`src/rtl/reg_read_responder.sv`:
```
// Purpose: return path of the UART register bridge; reads N consecutive 32-bit registers and frames them as one UART packet.
// Latency: header byte valid 1 cycle after request acceptance, then one byte per cycle while ipTxReady is high.
// Backpressure: ipTxReady low freezes the presented byte and all framing fields; requests are refused while a packet is in flight.
//
// Ports:
//   ipClk, ipReset                 - clock, synchronous active-low reset
//   ipReqValid/opReqReady          - read request handshake (address, count, requester source)
//   opRdAddress/ipRdData           - register file read port, data valid one cycle after the address
//   opTx*                          - byte stream toward the UART packet transmitter (valid/ready)
//
// Build option: define READ_RESPONDER_CHECKSUM_EN to append an XOR checksum byte
// (covering the header and all data bytes) as the final byte of every packet.

module reg_read_responder #(
  parameter logic [7:0] LOCAL_ADDRESS = 8'h00,
  parameter int         BLOCK_WIDTH   = 32
) (
  input  logic                   ipClk,
  input  logic                   ipReset,

  input  logic                   ipReqValid,
  output logic                   opReqReady,
  input  logic [7:0]             ipReqAddress,
  input  logic [5:0]             ipReqCount,
  input  logic [7:0]             ipReqSource,

  output logic [7:0]             opRdAddress,
  input  logic [BLOCK_WIDTH-1:0] ipRdData,

  output logic [7:0]             opTxSource,
  output logic [7:0]             opTxDestination,
  output logic [7:0]             opTxLength,
  output logic [7:0]             opTxData,
  output logic                   opTxSoP,
  output logic                   opTxEoP,
  output logic                   opTxValid,
  input  logic                   ipTxReady
);

`ifdef READ_RESPONDER_CHECKSUM_EN
  localparam bit         CSUM_EN  = 1'b1;
  localparam logic [7:0] LEN_BASE = 8'd2;
`else
  localparam bit         CSUM_EN  = 1'b0;
  localparam logic [7:0] LEN_BASE = 8'd1;
`endif

  // ST_CSUM presents the trailing checksum byte and is only entered when the
  // checksum build option is enabled. ST_DONE is a one-cycle close-out for a
  // header-only packet; it can already accept the next request.
  typedef enum logic [2:0] {
    ST_IDLE   = 3'd0,
    ST_HEADER = 3'd1,
    ST_SEND   = 3'd2,
    ST_CSUM   = 3'd3,
    ST_DONE   = 3'd4
  } state_t;

  state_t state_q, state_d;

  // Datapath registers
  logic [7:0]             addr_q,    addr_d;     // start address, sent as header byte
  logic [7:0]             rd_addr_q, rd_addr_d;  // address of the word being prefetched
  logic [5:0]             words_q,   words_d;    // words still to be loaded into the shifter
  logic [1:0]             byte_q,    byte_d;     // byte position within the current word
  logic [BLOCK_WIDTH-1:0] shift_q,   shift_d;    // current word, MSB byte presented first
  logic [7:0]             len_q,     len_d;
  logic [7:0]             dest_q,    dest_d;
`ifdef READ_RESPONDER_CHECKSUM_EN
  logic [7:0]             csum_q,    csum_d;     // running XOR of all bytes sent so far
`endif

  logic accept_w;
  logic tx_hs_w;
  logic last_byte_w;
  logic more_words_w;

  // An edge with reset low is never an acceptance edge.
  assign accept_w     = ipReset & ipReqValid & opReqReady;
  assign tx_hs_w      = opTxValid & ipTxReady;
  assign last_byte_w  = (byte_q == 2'd3);
  // In HEADER this equals (count != 0); in SEND it means another word is pending.
  assign more_words_w = (words_q != 6'd0);

  //--------------------------------------------------------------------------
  // FSM: state register
  //--------------------------------------------------------------------------
  always_ff @(posedge ipClk) begin
    if (!ipReset) begin
      state_q <= ST_IDLE;
    end else begin
      state_q <= state_d;
    end
  end

  //--------------------------------------------------------------------------
  // FSM: next-state logic
  //--------------------------------------------------------------------------
  always_comb begin
    state_d = state_q;
    unique case (state_q)
      ST_IDLE, ST_DONE: begin
        state_d = accept_w ? ST_HEADER : ST_IDLE;
      end
      ST_HEADER: begin
        if (tx_hs_w) begin
          if (more_words_w) begin
            state_d = ST_SEND;
          end else begin
            state_d = CSUM_EN ? ST_CSUM : ST_DONE;
          end
        end
      end
      ST_SEND: begin
        if (tx_hs_w && last_byte_w && !more_words_w) begin
          state_d = CSUM_EN ? ST_CSUM : ST_IDLE;
        end
      end
      ST_CSUM: begin
        if (tx_hs_w) begin
          state_d = ST_IDLE;
        end
      end
      default: state_d = ST_IDLE;
    endcase
  end

  //--------------------------------------------------------------------------
  // FSM: output logic
  //--------------------------------------------------------------------------
  always_comb begin
    opReqReady = 1'b0;
    opTxValid  = 1'b0;
    opTxData   = 8'h00;
    opTxSoP    = 1'b0;
    opTxEoP    = 1'b0;
    unique case (state_q)
      ST_IDLE, ST_DONE: begin
        opReqReady = 1'b1;
      end
      ST_HEADER: begin
        opTxValid = 1'b1;
        opTxData  = addr_q;
        opTxSoP   = 1'b1;
        opTxEoP   = !CSUM_EN && !more_words_w;
      end
      ST_SEND: begin
        opTxValid = 1'b1;
        opTxData  = shift_q[BLOCK_WIDTH-1 -: 8];
        opTxEoP   = !CSUM_EN && last_byte_w && !more_words_w;
      end
      ST_CSUM: begin
        opTxValid = 1'b1;
`ifdef READ_RESPONDER_CHECKSUM_EN
        opTxData  = csum_q;
`endif
        opTxEoP   = 1'b1;
      end
      default: begin
        opReqReady = 1'b0;
      end
    endcase
  end

  // The start address is steered straight onto the read port in the
  // acceptance cycle so word 0 is already valid while the header is shown.
  assign opRdAddress     = accept_w ? ipReqAddress : rd_addr_q;
  assign opTxLength      = len_q;
  assign opTxDestination = dest_q;
  assign opTxSource      = LOCAL_ADDRESS;

  //--------------------------------------------------------------------------
  // Datapath next-state
  //--------------------------------------------------------------------------
  always_comb begin
    addr_d    = addr_q;
    rd_addr_d = rd_addr_q;
    words_d   = words_q;
    byte_d    = byte_q;
    shift_d   = shift_q;
    len_d     = len_q;
    dest_d    = dest_q;
`ifdef READ_RESPONDER_CHECKSUM_EN
    csum_d    = csum_q;
`endif

    if (accept_w) begin
      addr_d    = ipReqAddress;
      rd_addr_d = ipReqAddress;
      words_d   = ipReqCount;
      byte_d    = 2'd0;
      len_d     = {ipReqCount, 2'b00} + LEN_BASE;
      dest_d    = ipReqSource;
`ifdef READ_RESPONDER_CHECKSUM_EN
      csum_d    = ipReqAddress;
`endif
    end else if (tx_hs_w) begin
      if (state_q == ST_HEADER && more_words_w) begin
        // Word 0 was prefetched during acceptance; start fetching the next one.
        shift_d   = ipRdData;
        words_d   = words_q - 6'd1;
        rd_addr_d = rd_addr_q + 8'd1;
        byte_d    = 2'd0;
      end else if (state_q == ST_SEND) begin
`ifdef READ_RESPONDER_CHECKSUM_EN
        csum_d  = csum_q ^ shift_q[BLOCK_WIDTH-1 -: 8];
`endif
        shift_d = {shift_q[BLOCK_WIDTH-9:0], 8'h00};
        byte_d  = byte_q + 2'd1;
        if (last_byte_w && more_words_w) begin
          // The next word has been sitting on ipRdData for at least a byte
          // time, so it is loaded without a bubble. The 8-bit address wraps.
          shift_d   = ipRdData;
          words_d   = words_q - 6'd1;
          rd_addr_d = rd_addr_q + 8'd1;
        end
      end
    end
  end

  //--------------------------------------------------------------------------
  // Datapath registers
  //--------------------------------------------------------------------------
  always_ff @(posedge ipClk) begin
    if (!ipReset) begin
      addr_q    <= 8'h00;
      rd_addr_q <= 8'h00;
      words_q   <= 6'd0;
      byte_q    <= 2'd0;
      shift_q   <= '0;
      len_q     <= 8'h00;
      dest_q    <= 8'h00;
`ifdef READ_RESPONDER_CHECKSUM_EN
      csum_q    <= 8'h00;
`endif
    end else begin
      addr_q    <= addr_d;
      rd_addr_q <= rd_addr_d;
      words_q   <= words_d;
      byte_q    <= byte_d;
      shift_q   <= shift_d;
      len_q     <= len_d;
      dest_q    <= dest_d;
`ifdef READ_RESPONDER_CHECKSUM_EN
      csum_q    <= csum_d;
`endif
    end
  end

endmodule

```
`config.mk`:
```
export PLATFORM = sky130hd
export DESIGN_NAME = reg_read_responder
export DESIGN_NICKNAME = d
export VERILOG_FILES = /design/src/rtl/reg_read_responder.sv
export SDC_FILE = /design/constraint.sdc
export NUM_CORES = 1
export LEC_CHECK = 0
export ABC_AREA = 1
export BUFFER_PORTS_ARGS = -buffer_cell sky130_fd_sc_hd__buf_2
export CAP_MARGIN = 20
export CORE_MARGIN = 2
export CORE_UTILIZATION = 45
export DETAILED_ROUTE_END_ITERATION = 7
export GPL_ROUTABILITY_DRIVEN = 0
export GPL_TIMING_DRIVEN = 0
export PLACE_DENSITY_LB_ADDON = 0.15
export SLEW_MARGIN = 40
export SYNTH_ARGS = -nofsm -noshare
export SYNTH_HDL_FRONTEND = slang
export SYNTH_SLANG_ARGS = --single-unit
```
`constraint.sdc`:
```
create_clock -name ipClk -period 1.3 [get_ports ipClk]
set_input_delay 0.325 -clock ipClk [delete_from_list [all_inputs] [get_ports ipClk]]
set_output_delay 0.325 -clock ipClk [all_outputs]
set_load 0.05 [all_outputs]
```
Word-level counts from Yosys, hierarchy flattened
Index checks and enable logic that the tools add are counted.
{"block": "op_classes", "add_sub_neg": 4, "n_eq_ne": 8, "n_mux": 27, "n_bitwise": 5, "n_reduce_logical": 19}
{"cell": "32-bit two-way mux", "count": 3}
{"cell": "8-bit two-way mux", "count": 6}
{"cell": "6-bit two-way mux", "count": 5}
{"cell": "8-bit by 1-bit adder with 8-bit output (second input constant)", "count": 2}
{"cell": "8-bit case mux with 2 select lines", "count": 1}
{"cell": "3-bit two-way mux", "count": 4}
{"cell": "3-bit case mux with 4 select lines", "count": 1}
{"cell": "3-bit AND reduction", "count": 3}
{"cell": "3-bit by 2-bit equality test with 1-bit output (second input constant)", "count": 2}
{"cell": "2-bit != test (second input constant)", "count": 3}
{"cell": "3-bit nonzero test", "count": 2}
{"cell": "6-bit nonzero test", "count": 1}
{"cell": "6-bit by 1-bit subtractor with 6-bit output (second input constant)", "count": 1}
{"cell": "1-bit logical AND", "count": 5}
{"cell": "1-bit two-way mux", "count": 4}
{"cell": "2-bit two-way mux", "count": 2}
{"cell": "2-bit nonzero test", "count": 2}
{"cell": "2-bit OR reduction", "count": 2}
{"cell": "1-bit bitwise AND", "count": 3}
{"cell": "3-bit by 1-bit equality test with 1-bit output (second input constant)", "count": 1}
{"cell": "3-bit equality test (second input constant)", "count": 1}
{"cell": "3-bit logical NOT", "count": 1}
{"cell": "1-bit case mux with 3 select lines", "count": 1}
{"cell": "3-bit OR reduction", "count": 1}
{"cell": "other kinds (5)", "count": 6}
{"block": "totals", "register_bits": 75, "in_bits": 58, "output_inout_bits": 44}

Logic depth before layout (Yosys ltp)
{"block": "logic_depth", "depth_word": 8, "mapped_depth": 10}

Worst setup path before layout
Ideal clock, no wire load.
{"block": "synth_path", "path_kind": "reg-to-output", "from": "register state_q[1]", "to": "output port opRdAddress[0]", "t_arrival_ns": 1.944, "t_required_ns": 0.975, "path_slack_ns": -0.969, "stages_incl_launch_ff": 6, "cell_sequence": "dfxtp_1 nor2_4 nand3_4 inv_4 buf_2 o21ai_0"}
{"block": "synth_via", "elab_chain_len": 5, "elab_cells_between_ends": 6, "classes_between": "eq/ne (1); mux (2); bitwise (1); reduce/logical (2)"}
{"item": "from (decl)", "line": "59", "rtl": "state_t state_q, state_d;"}
{"item": "from (signal assigned)", "line": "92", "rtl": "state_q <= state_d;"}
{"item": "3-bit equality test or 3-bit logical NOT (tied branches)", "line": "137", "rtl": "unique case (state_q)"}
{"item": "2-bit OR reduction (*)", "line": "137"}
{"item": "1-bit two-way mux (*)", "line": "137"}
{"item": "named net opReqReady", "line": "22", "rtl": "output logic opReqReady,"}
{"item": "1-bit bitwise AND (*)", "line": "79", "rtl": "assign accept_w = ipReset & ipReqValid & opReqReady;"}
{"item": "8-bit two-way mux (*)", "line": "167", "rtl": "assign opRdAddress = accept_w ? ipReqAddress : rd_addr_q;"}
{"item": "to (decl)", "line": "27", "rtl": "output logic [7:0] opRdAddress,"}
Mark *: on every way through the listed nets, which the timed path passes. The rest lies on a longest branch.

Final worst setup path
{"block": "layout_path", "from": "register state_q[0]", "to": "output port opRdAddress[4]"}
{"block": "layout_via", "elab_chain_len": 5, "elab_cells_between_ends": 6, "classes_between": "eq/ne (1); mux (2); bitwise (1); reduce/logical (2)"}
{"item": "3-bit equality test or 3-bit logical NOT (tied branches)", "line": "137"}
{"item": "2-bit OR reduction (*)", "line": "137"}
{"item": "1-bit two-way mux (*)", "line": "137"}
{"item": "1-bit bitwise AND (*)", "line": "79"}
{"item": "8-bit two-way mux (*)", "line": "167"}
Every way passes the cells marked *; elsewhere a longest branch is shown, timed or not.

==> impl_results.rst <==
.. list-table::
   :header-rows: 1

   * - Metric
     - Value
   * - Number of search-and-repair iterations in the first detailed-routing pass
     - 5
   * - Total GRT Usage
     - 0.2632
   * - Row count
     - 33
   * - Count of routing violations after the opening detailed-route iteration
     - 283
   * - Slew margin rel.
     - 0.5497
   * - Number of antenna violations at the first check in global routing
     - 0
   * - Non-filler cells, final
     - about 830
   * - CP Buf/Inv Count
     - 3
   * - Kind of critical path
     - register to primary output
   * - Gate count of the mapped netlist
     - 544
   * - Violations in the final reports
     - negative setup slack
   * - Synthesized area per cell
     - 6.854 sq um
   * - Required time of the critical path
     - 0.98 ns
   * - Wire length of the first global-routing pass
     - 18400 um
   * - Cell Chain, Critical Path
     - nor2_4, nand3_4, buf_8, buf_8, nand2_4, nand2_8, buf_8
   * - Vias per inst
     - 5.265
   * - Die extent in x
     - 95.03 um
   * - Total Routed Length
     - 13400 um
   * - Final core utilization
     - 0.7687
   * - Static Leak
     - 2.965 nW
   * - Dpl hpwl
     - between 6000 and 7000 um
   * - Yosys reg bits
     - 74
   * - Total number of clock tree sinks
     - 74
   * - Fin crit period
     - about 1.9 ns
   * - Max frequency
     - 0.5183 GHz
   * - Maximum Capacitance Violations
     - 0
   * - Overall power consumption
     - between 7 and 8 mW
   * - Worst IR Drop VDD
     - 999.4 uV
   * - Detailed-route via count
     - 4386
   * - Buffers on Ports
     - 91
   * - Number of nets in the layout
     - 785
   * - TritonCTS clock tree
     - built
   * - Slew Viols, Final
     - 0
   * - Worst hold slack
     - 0.1839 ns
   * - Max Fanout on Critical Path
     - 4
   * - Std-Cell Core Area
     - about 8000 sq um
   * - DIE HEIGHT
     - 95.03 um
   * - Crit end category
     - primary output
   * - Count of final setup violators
     - between 80 and 90
   * - Worst Setup Start Kind
     - register
   * - Yosys cell types
     - 34
   * - Area of the die
     - 9030 sq um
   * - Antenna Cells
     - 0
   * - Grt ovf
     - 0
   * - Worst Clk Skew
     - 0.004105 ns
   * - Starting density of the core
     - 0.4584
   * - CP most frequent cell
     - sky130_fd_sc_hd__buf_8
   * - Post-Place Worst Slack
     - -0.4513 ns
   * - Layout cells sized above 1
     - 0.4725
   * - Number of global-route vias before repair
     - 3973
   * - Endpoint arrival time on the critical path
     - between 1.5 and 2 ns
   * - Share of the clock period used by the worst path after layout
     - 1.484
   * - Worst hold path class
     - primary input to register
   * - H-tree Lvls
     - 3
   * - Status
     - finished, violations left
   * - Setup slack after layout
     - -0.6295 ns
   * - Max Buffers Root-to-Sink
     - 2
   * - Wire length per cell after detailed routing
     - 16.08 um
   * - Sequential area share after synthesis
     - 0.3973
   * - Number of buffers created by CTS
     - 9
   * - Kind of cell adding the most delay to the critical path
     - buffers and inverters
   * - Maximum number of pins on one net before global-route repair
     - 13
   * - RSZ-0062 raised after global routing
     - true
   * - Cells after DPL
     - 748
   * - Post-route DRC violation count
     - 0
   * - Clock-pin transition on the worst setup and hold timing paths
     - 0.08 ns
   * - Number of warnings printed during yosys synthesis
     - 0
   * - Skew-Pair Late Insertion Delay
     - 0.35 ns
   * - CP peak stage delay
     - 0.36 ns
   * - Total standard cell area after synthesis
     - roughly 3700 sq um
   * - Area delta synth->final
     - 67.68%
   * - Slowest library cell on the worst path
     - sky130_fd_sc_hd__dfxtp_4
   * - PwrDens
     - 1218 nW/um^2
   * - Hold Fails Final Rpt
     - 0
   * - Clock Root Buffer
     - sky130_fd_sc_hd__clkbuf_8
   * - Count of antenna-violating nets left after detailed routing
     - 0
   * - Slew of the pin with the lowest slew margin
     - 0.6754 ns
   * - Number of primary I/O pins
     - roughly 100
cell usage in the layout (no fill, tap or decap), drive strengths merged, types with 2 or more instances in the layout:
master	synthesis	layout
conb	1	9
nand3	15	15
ha	3	3
clkbuf	4	24
dfxtp	74	74
bufinv	0	5
a21oi	36	36
clkinv	0	2
buf	28	177
nor2	44	44
inv	48	47
a22o	8	8
o21ai	33	33
xor2	4	4
nand4	4	4
nand2	237	237
metrics by stage:
step	setup TNS [ns]	instance area, sq um
floorplan	-16.40	4018
global placement	-23.57	4604
detailed placement	-25.12	4604
CTS	-21.59	5896
global route	-32.69	6252
finish	-28.19	6252
worst register-to-register path: stages (launching register included):
cell and delay, ns:
sky130_fd_sc_hd__dfxtp_4 0.36, sky130_fd_sc_hd__nor2_4 0.14, sky130_fd_sc_hd__nand3_4 0.17, sky130_fd_sc_hd__buf_4 0.19
sky130_fd_sc_hd__buf_4 0.13, sky130_fd_sc_hd__buf_6 0.12, sky130_fd_sc_hd__nand2_1 0.11, sky130_fd_sc_hd__nand3_4 0.12
sky130_fd_sc_hd__buf_6 0.16, sky130_fd_sc_hd__nand2_1 0.08, sky130_fd_sc_hd__nand2_1 0.08, sky130_fd_sc_hd__nor2_1 0.18
Yosys cell counts (all sizes together):
master    n  share of area
nor2     44          0.051
a21oi    36          0.058
buf      28          0.060
dfxtp    74           0.40
conb      1         0.0010
o211ai    1         0.0020
o21ai    33          0.044
a31o      1         0.0023
nand2   237           0.25
a22o      8          0.019
o22ai     1         0.0017
nand4     4         0.0067
inv      48          0.050
nor3      1         0.0013
o31ai     1         0.0020
clkbuf    4         0.0040
xor2      4         0.0094
ha        3          0.010
nand3    15          0.026
final timing paths:
check	start	end	slack (ns)	cells past startpoint
max	state_q[0]	opRdAddress[4]	-0.63	7
max reg2reg	state_q[0]	words_q[0]	-0.61	11
min reg2reg	opTxLength[5]	opTxLength[5]	0.46	2
min	ipReqSource[4]	opTxDestination[4]	0.18	2
power breakdown:
group          leakage [nW]  switching (mW)  internal, mW
registers             0.604          0.0902          2.38
clock network         0.143           0.890          1.71
logic                  2.22            1.51          1.04
total                  2.96            2.49          5.13
layer usage:
layer  up-vias  GRT usage  routed length (um)
met3        58    0.06403                1035
met4         0    0.07850                 465
li1       2047          -                   -
met1      2032     0.3278                5369
met5         -          0                   0
met2       249     0.4509                6524
layout make-up:
type                    instances  area [sq um]
plain buffers                  31         330.3
clock buffers                  10         137.6
clock inverters                 5         150.1
fillers                       539          1882
inverters                      48         232.7
multi-input cells             398          2445
flip-flops and latches         74          1494
well taps                     105         131.4
repair buffers                160          1318
repair inverters                2         13.76
flip-flops by register name (all words and copies together) (netlist names):
| register | count |
|---|---|
| rd_addr_q | 8 |
| state_q | 3 |
| addr_q | 8 |
| shift_q | 32 |
| opTxLength | 7 |
| opTxDestination | 8 |
| words_q | 6 |
| byte_q | 2 |
cell families (layout without fill, tap and decap cells):
kind of cell,count (synthesis),count (layout),share of synthesized area
xor gates and xnor gates,4,4,0.009395
DFF,74,74,0.3973
adders and majority gates,3,3,0.01007
and+or+nand+nor,301,301,0.3379
buffers and inverters,80,256,0.1148
AOI/OAI and AO/OA,81,81,0.1295
other,1,9,0.001006
what timing repair did:
item | CTS | global route
endpoints found under the setup margin | 78 | 97
pin swaps | 27 | 19
cloned | 11 | 0
setup buffers | 42 | 24
hold buffers | 0 | 0
resized for setup | 167 | 69
Note: power is estimated with default switching activity, not from simulation.
